$ cat src/rtl/hazard_pkg.sv
`default_nettype none
// ============================================================================
// Module   : hazard_pkg
// Purpose  : Shared types and constants for the hazard/forwarding scoreboard.
//            Defines the in-flight slot record, the register-file select
//            value and the legal parameter ranges.
// Revision : 1.0 - initial release
// ============================================================================
package hazard_pkg;

    // Slot destination field is sized for the widest supported register
    // address; narrower REG_AW values are zero-extended on entry.
    localparam int SB_DEST_W = 8;

    // Forwarding select value meaning "use the register file read".
    localparam int SEL_RF = 0;

    // Legal parameter ranges (LOAD_LAT upper bound is DEPTH-1).
    localparam int DEPTH_MIN    = 2;
    localparam int DEPTH_MAX    = 7;
    localparam int LOAD_LAT_MIN = 1;

    typedef struct packed {
        logic                 valid;
        logic                 wb_en;
        logic                 mem_r_en;
        logic [SB_DEST_W-1:0] dest;
    } sb_slot_t;

endpackage
`default_nettype wire

$ cat src/rtl/hazard_forward_scoreboard_slot_pipe.sv
`default_nettype none
// ============================================================================
// Module   : sb_slot_pipe
// Purpose  : DEPTH-entry shift register recording every instruction in flight
//            after ID. Entry 0 is EXE, entry DEPTH-1 is WB. On advance the
//            new ID record (possibly a bubble) enters entry 0 and the oldest
//            entry retires. Reset clears all entries regardless of advance.
// Ports    : clk       - rising-edge clock
//            rst       - synchronous active-high reset
//            i_advance - shift enable (pipeline not frozen)
//            i_slot    - record entering EXE
//            o_slots   - all tracked entries, [0] = youngest
// Revision : 1.0 - initial release
// ============================================================================
module sb_slot_pipe
    import hazard_pkg::*;
#(
    parameter int DEPTH = 3
)(
    input  logic                   clk,
    input  logic                   rst,
    input  logic                   i_advance,
    input  sb_slot_t               i_slot,
    output sb_slot_t [DEPTH-1:0]   o_slots
);

    sb_slot_t [DEPTH-1:0] r_slots;

    always_ff @(posedge clk) begin
        if (rst) begin
            r_slots <= '0;
        end else if (i_advance) begin
            r_slots <= {r_slots[DEPTH-2:0], i_slot};
        end
    end

    assign o_slots = r_slots;

endmodule
`default_nettype wire

$ cat src/rtl/hazard_forward_scoreboard.sv
`default_nettype none
// ============================================================================
// Module   : hazard_forward_scoreboard
// Purpose  : Stateful hazard detection and forwarding-select generation for
//            the 5-stage core. Tracks DEPTH in-flight instructions, raises a
//            combinational ID stall and registers forwarding selects for the
//            instruction entering EXE. A select value k means "take the
//            result of the instruction k stages ahead of EXE" (1 = MEM, ...),
//            0 means register file.
// Config   : HAZARD_STATS_EN - adds 32-bit wrapping stall_cnt / flush_cnt.
// Ports    : clk, rst        - clock, synchronous active-high reset
//            FW_EN           - forwarding enable
//            issue_*         - ID instruction valid / wb / load / dest
//            src1, src2      - ID sources; two_src marks src2 live
//            freeze, flush   - pipeline hold / squash of ID instruction
//            hazard          - combinational stall request to IF/ID
//            sel1, sel2      - registered forwarding selects for EXE
// Revision : 1.0 - initial release
// ============================================================================
module hazard_forward_scoreboard
    import hazard_pkg::*;
#(
    parameter int REG_AW   = 4,
    parameter int DEPTH    = 3,
    parameter int LOAD_LAT = 1,
    parameter int SELW     = $clog2(DEPTH)
)(
    input  logic              clk,
    input  logic              rst,
    input  logic              FW_EN,
    input  logic              issue_valid,
    input  logic              issue_wb_en,
    input  logic              issue_mem_r_en,
    input  logic [REG_AW-1:0] issue_dest,
    input  logic [REG_AW-1:0] src1,
    input  logic [REG_AW-1:0] src2,
    input  logic              two_src,
    input  logic              freeze,
    input  logic              flush,
    output logic              hazard,
    output logic [SELW-1:0]   sel1,
    output logic [SELW-1:0]   sel2
`ifdef HAZARD_STATS_EN
    ,
    output logic [31:0]       stall_cnt,
    output logic [31:0]       flush_cnt
`endif
);

    if (DEPTH < DEPTH_MIN || DEPTH > DEPTH_MAX || LOAD_LAT < LOAD_LAT_MIN ||
        LOAD_LAT > DEPTH-1 || REG_AW > SB_DEST_W) begin : g_bad_params
        $error("hazard_forward_scoreboard: illegal parameter combination");
    end

    sb_slot_t [DEPTH-1:0] w_slots;
    sb_slot_t             w_in_slot;
    logic [DEPTH-2:0]     w_m1;
    logic [DEPTH-2:0]     w_m2;
    logic                 w_hazard;
    logic                 w_bubble;
    logic [SELW-1:0]      w_sel1_nxt;
    logic [SELW-1:0]      w_sel2_nxt;
    logic [SELW-1:0]      r_sel1;
    logic [SELW-1:0]      r_sel2;
    logic                 w_unused_slots;

    // Only slots ahead of WB matter at ID: the WB slot writes the register
    // file through, so it neither stalls nor needs a select.
    always_comb begin
        w_m1 = '0;
        w_m2 = '0;
        for (int k = 0; k < DEPTH-1; k++) begin
            w_m1[k] = issue_valid & w_slots[k].valid & w_slots[k].wb_en &
                      (w_slots[k].dest == SB_DEST_W'(src1));
            w_m2[k] = issue_valid & two_src & w_slots[k].valid & w_slots[k].wb_en &
                      (w_slots[k].dest == SB_DEST_W'(src2));
        end
    end

    always_comb begin
        w_hazard = 1'b0;
        for (int k = 0; k < DEPTH-1; k++) begin
            if (!FW_EN) begin
                w_hazard = w_hazard | w_m1[k] | w_m2[k];
            end else if (k < LOAD_LAT) begin
                // Only a load still inside its latency window is unforwardable.
                w_hazard = w_hazard | (w_slots[k].mem_r_en & (w_m1[k] | w_m2[k]));
            end
        end
        if (flush) begin
            w_hazard = 1'b0;
        end
    end

    assign w_bubble = w_hazard | flush | ~issue_valid;

    always_comb begin
        w_in_slot          = '0;
        w_in_slot.valid    = ~w_bubble;
        w_in_slot.wb_en    = issue_wb_en & ~w_bubble;
        w_in_slot.mem_r_en = issue_mem_r_en & ~w_bubble;
        w_in_slot.dest     = SB_DEST_W'(issue_dest);
    end

    // Walk oldest to youngest so the youngest matching producer wins.
    always_comb begin
        w_sel1_nxt = SELW'(SEL_RF);
        w_sel2_nxt = SELW'(SEL_RF);
        for (int k = DEPTH-2; k >= 0; k--) begin
            if (w_m1[k]) begin
                w_sel1_nxt = SELW'(k+1);
            end
            if (w_m2[k]) begin
                w_sel2_nxt = SELW'(k+1);
            end
        end
        if (!FW_EN || w_bubble) begin
            w_sel1_nxt = SELW'(SEL_RF);
            w_sel2_nxt = SELW'(SEL_RF);
        end
    end

    sb_slot_pipe #(
        .DEPTH     (DEPTH)
    ) u_slot_pipe (
        .clk       (clk),
        .rst       (rst),
        .i_advance (~freeze),
        .i_slot    (w_in_slot),
        .o_slots   (w_slots)
    );

    always_ff @(posedge clk) begin
        if (rst) begin
            r_sel1 <= SELW'(SEL_RF);
            r_sel2 <= SELW'(SEL_RF);
        end else if (!freeze) begin
            r_sel1 <= w_sel1_nxt;
            r_sel2 <= w_sel2_nxt;
        end
    end

    assign hazard = w_hazard;
    assign sel1   = r_sel1;
    assign sel2   = r_sel2;

    // WB slot and load flags beyond LOAD_LAT are tracked but not read here.
    assign w_unused_slots = ^w_slots;

`ifdef HAZARD_STATS_EN
    logic [31:0] r_stall_cnt;
    logic [31:0] r_flush_cnt;

    always_ff @(posedge clk) begin
        if (rst) begin
            r_stall_cnt <= 32'd0;
            r_flush_cnt <= 32'd0;
        end else if (!freeze) begin
            if (w_hazard) begin
                r_stall_cnt <= r_stall_cnt + 32'd1;
            end
            if (flush) begin
                r_flush_cnt <= r_flush_cnt + 32'd1;
            end
        end
    end

    assign stall_cnt = r_stall_cnt;
    assign flush_cnt = r_flush_cnt;
`endif

endmodule
`default_nettype wire
$ cat config.mk
export PLATFORM = sky130hd
export DESIGN_NAME = hazard_forward_scoreboard
export DESIGN_NICKNAME = d
export VERILOG_FILES = /design/src/rtl/hazard_pkg.sv /design/src/rtl/hazard_forward_scoreboard_slot_pipe.sv /design/src/rtl/hazard_forward_scoreboard.sv
export SDC_FILE = /design/constraint.sdc
export NUM_CORES = 1
export LEC_CHECK = 0
export BUFFER_PORTS_ARGS = -buffer_cell sky130_fd_sc_hd__buf_2
export CAP_MARGIN = 20
export CORE_ASPECT_RATIO = 0.9
export CORE_MARGIN = 5
export CORE_UTILIZATION = 55
export DETAILED_ROUTE_END_ITERATION = 8
export PLACE_DENSITY = 0.78
export REMOVE_ABC_BUFFERS = 1
export SYNTH_ARGS = -nofsm -noshare
export SYNTH_HDL_FRONTEND = slang
export SYNTH_HIERARCHICAL = 1
export SYNTH_SLANG_ARGS = --single-unit
$ cat constraint.sdc
create_clock -name clk -period 4.8 [get_ports clk]
set_clock_uncertainty 0.05 [all_clocks]
set_input_delay 0 -clock clk [delete_from_list [all_inputs] [get_ports clk]]
set_output_delay 0 -clock clk [all_outputs]
set_load 0.1 [all_outputs]
==> summary.md <==
| Metric | Value |
|---|---|
| Max-slew violation count | 0 |
| Cell with the biggest individual delay on the critical path | or4b_4 |
| Number of buffers inserted by post-CTS setup repair | 0 |
| Post-CTS Hold Fix Bufs | 10 |
| Routed wire length on met3 | 125 um |
| Post-route setup slack | between 2 and 2.5 ns |
| Final hold violation count | 0 |
| Slack of the worst reg-to-reg path | 2.82 ns |
| Die Area | 0.00336 sq mm |
| Reg-to-reg endpoint | u_slot_pipe/o_slots[9] |
| Leftover overflow at the end of global routing | 0 |
| Height of the die | between 50 and 60 um |
| Hold Crit Endpoint | u_slot_pipe/o_slots[9] |
| Top layer reached by signal wires | met4 |
| Synthesized area per cell | 9.57 sq um |
| Type of origin of the critical path | flop |
| Placement-stage worst setup slack | 2.68 ns |
| Row count | 16 |
| Ant. Diodes | 0 |
| Leakage dissipation | 0.668 nW |
| Number of search-and-repair iterations in the first detailed-routing pass | 4 |
| Number of remaining DRC errors | 0 |
| Total power divided by cell area | 256 mW/mm^2 |
| Initial core utilization | between 50 and 60% |
| Normalized max-slew margin | 31.0% |
| Data arrival, critical path | about 2.4 ns |
| Post-route setup TNS | 0 ns |
| Detailed-route via count | 959 |
| Clock buffers created by TritonCTS | 3 |
| Cell Chain, Critical Path | or4b_4 -> nor3_4 -> and2_2 -> a221oi_1 -> o21ai_2 -> and2b_1 -> buf_2 |
| DP Wirelength | approximately 1800 um |
| Slew at the pin with the worst max-slew slack | 1.03 ns |
| Worst reg-to-reg path cell count | 8 |
| Kind of critical path | flop to primary output |
| Worst IR Drop VDD | 314 uV |
| Clock tree from TritonCTS | built |
| Post-route met1 wirelength | 1080 um |
| DR WL met2 | ~1200 um |
| Synthesized instance count | around 130 |
| Antenna violations before repair | 0 |
| Cell type group with the largest total delay on the critical path | simple AND/OR/NAND/NOR gates |
| Final weighted congestion in routability-driven placement | around 0.8 |
| Number of warnings printed during yosys synthesis | 6 |
| Placeable core region | 0.00218 sq mm |
| Clock sink count | 25 |
| Per-cell routed wire length | between 10 and 15 um |
| Largest net degree at the start of global routing | 24 |
| Net count, final | ~190 |
| RSZ-0062 raised after global routing | no |
| Kind of path behind the tightest hold check | input pin to flop |
| Min-Delay Startpoint | issue_wb_en |
| Total wire length after detailed routing | approximately 2400 um |
| Delay contributed by the slowest stage of the critical path | 0.55 ns |
| Worst reg2reg path startpoint | u_slot_pipe/o_slots[4] |
| Outcome | completed |
| Via count of the first global-routing pass | 971 |
| Later-pin clock latency in the skew report | between 0.3 and 0.4 ns |
| All-Layer GR Usage | ~15% |
| Horizontal die dimension | around 61 um |
| DR iter-0 viols | 14 |
| Fmax | roughly 0.40 GHz |
| Post-layout minimum cycle time | 2.49 ns |
| Kind of capture point of the worst setup path | primary output |
| Area growth from synthesis to final layout | 16.9% |
| Clock slew seen by the registers of the worst setup and hold paths | approximately 0.14 ns |
| Fraction of final layout cells with drive strength greater than 1 | 20.5% |
| Finish-stage setup viols | 0 |
| Final worst-path cycle share | 51.8% |
| Cells on Worst Hold Path | 5 |
| H-tree Lvls | 1 |
| Critical Path Fanout Max | 4 |
| Global-route wire length before repair | roughly 4000 um |
| Via density per instance | about 5.0 |
| Post-synthesis instance area | around 0.0013 sq mm |
| Depth of the critical timing path with buffers and inverters included | 7 |
| CP required | 4.75 ns |
| Number of gates resized after cts | 0 |
| IO buf count | 25 |
| Buffer levels on the longest clock path | 2 |
| Count of nets left with antenna violations after detail routing | 0 |
| I/O pin cnt | 26 |
| Root cell of the clock tree | clkbuf_4 |
| Number of buffer and inverter stages on the critical path | 1 |
| Number of max-cap violations | 0 |
-- per-layer routing --
| layer | up-vias | global-route usage [%] |
|---|---|---|
| met5 | - | 0 |
| met4 | 0 | 3.72 |
| met3 | 4 | 4.90 |
| met2 | 17 | 27.0 |
| met1 | 429 | 17.6 |
| li1 | 509 | - |
-- worst register-to-register path: stages (launching register included) --
cell and delay [ns]:
dfxtp_1 0.35, or4b_4 0.55, nor3_4 0.21, and2_2 0.20, a221oi_1 0.06, o21ai_2 0.19, nor2_1 0.08, mux2i_1 0.14
nor2_1 0.06
-- cell usage in the layout (no fill, tap or decap), drive strengths merged --
master        n
dfxtp        25
nand2        11
nand3         2
and2          1
nand4         1
dlygate4sd3  10
and2b         1
or4b          1
nor2         27
xnor2         9
xor2          7
inv           2
buf          25
nor4          3
a221oi        1
nor3          1
o21ai         3
o31ai         2
conb          4
o211ai        1
clkbuf        3
and4          2
a22o          1
mux2i        21
nor2b         2
-- how the worst max path moves through the flow --
stage / startpoint / end / slack, ns
after floorplan: u_slot_pipe/o_slots[4] / hazard / 2.58
after global placement: u_slot_pipe/o_slots[4] / hazard / 2.71
after detailed placement: u_slot_pipe/o_slots[4] / hazard / 2.68
after CTS: u_slot_pipe/o_slots[4] / hazard / 2.29
after global routing: u_slot_pipe/o_slots[4] / hazard / 2.18
final: u_slot_pipe/o_slots[4] / hazard / 2.31
-- report_power, final --
part	leakage (nW)	switching (mW)	internal [mW]
clock	0.0183	0.0663	0.0340
combinational	0.446	0.0266	0.0290
sequential	0.204	0.00740	0.215
-- layout make-up --
class	count	area, sq um
repair buffers	35	225
inverters	1	3.75
multi-input cells	101	683
well taps	27	33.8
fillers	199	704
flip-flops and latches	25	500
clock buffers	3	22.5
clock inverters	1	8.76
-- stage by stage --
stage / std cells / hold slack, ns / cell area, sq um / util, % / power, mW
finish: 193 / 0.0194 / 1480 / 67.7 / 0.378
global route: 193 / 0.0145 / 1480 / 67.7 / 0.399
CTS: 193 / 0.00303 / 1480 / 67.7 / 0.386
detailed placement: 179 / 0.192 / 1350 / 61.7 / 0.277
global placement: 179 / 0.185 / 1350 / 61.7 / 0.274
floorplan: 127 / 0.0224 / 1190 / - / 0.256
-- sequential cells by signal (all words and copies together) (netlist names) --
register / flops
sel1: 2
sel2: 2
u_slot_pipe/o_slots: 21
No activity file was read; power rests on OpenSTA's default activity.
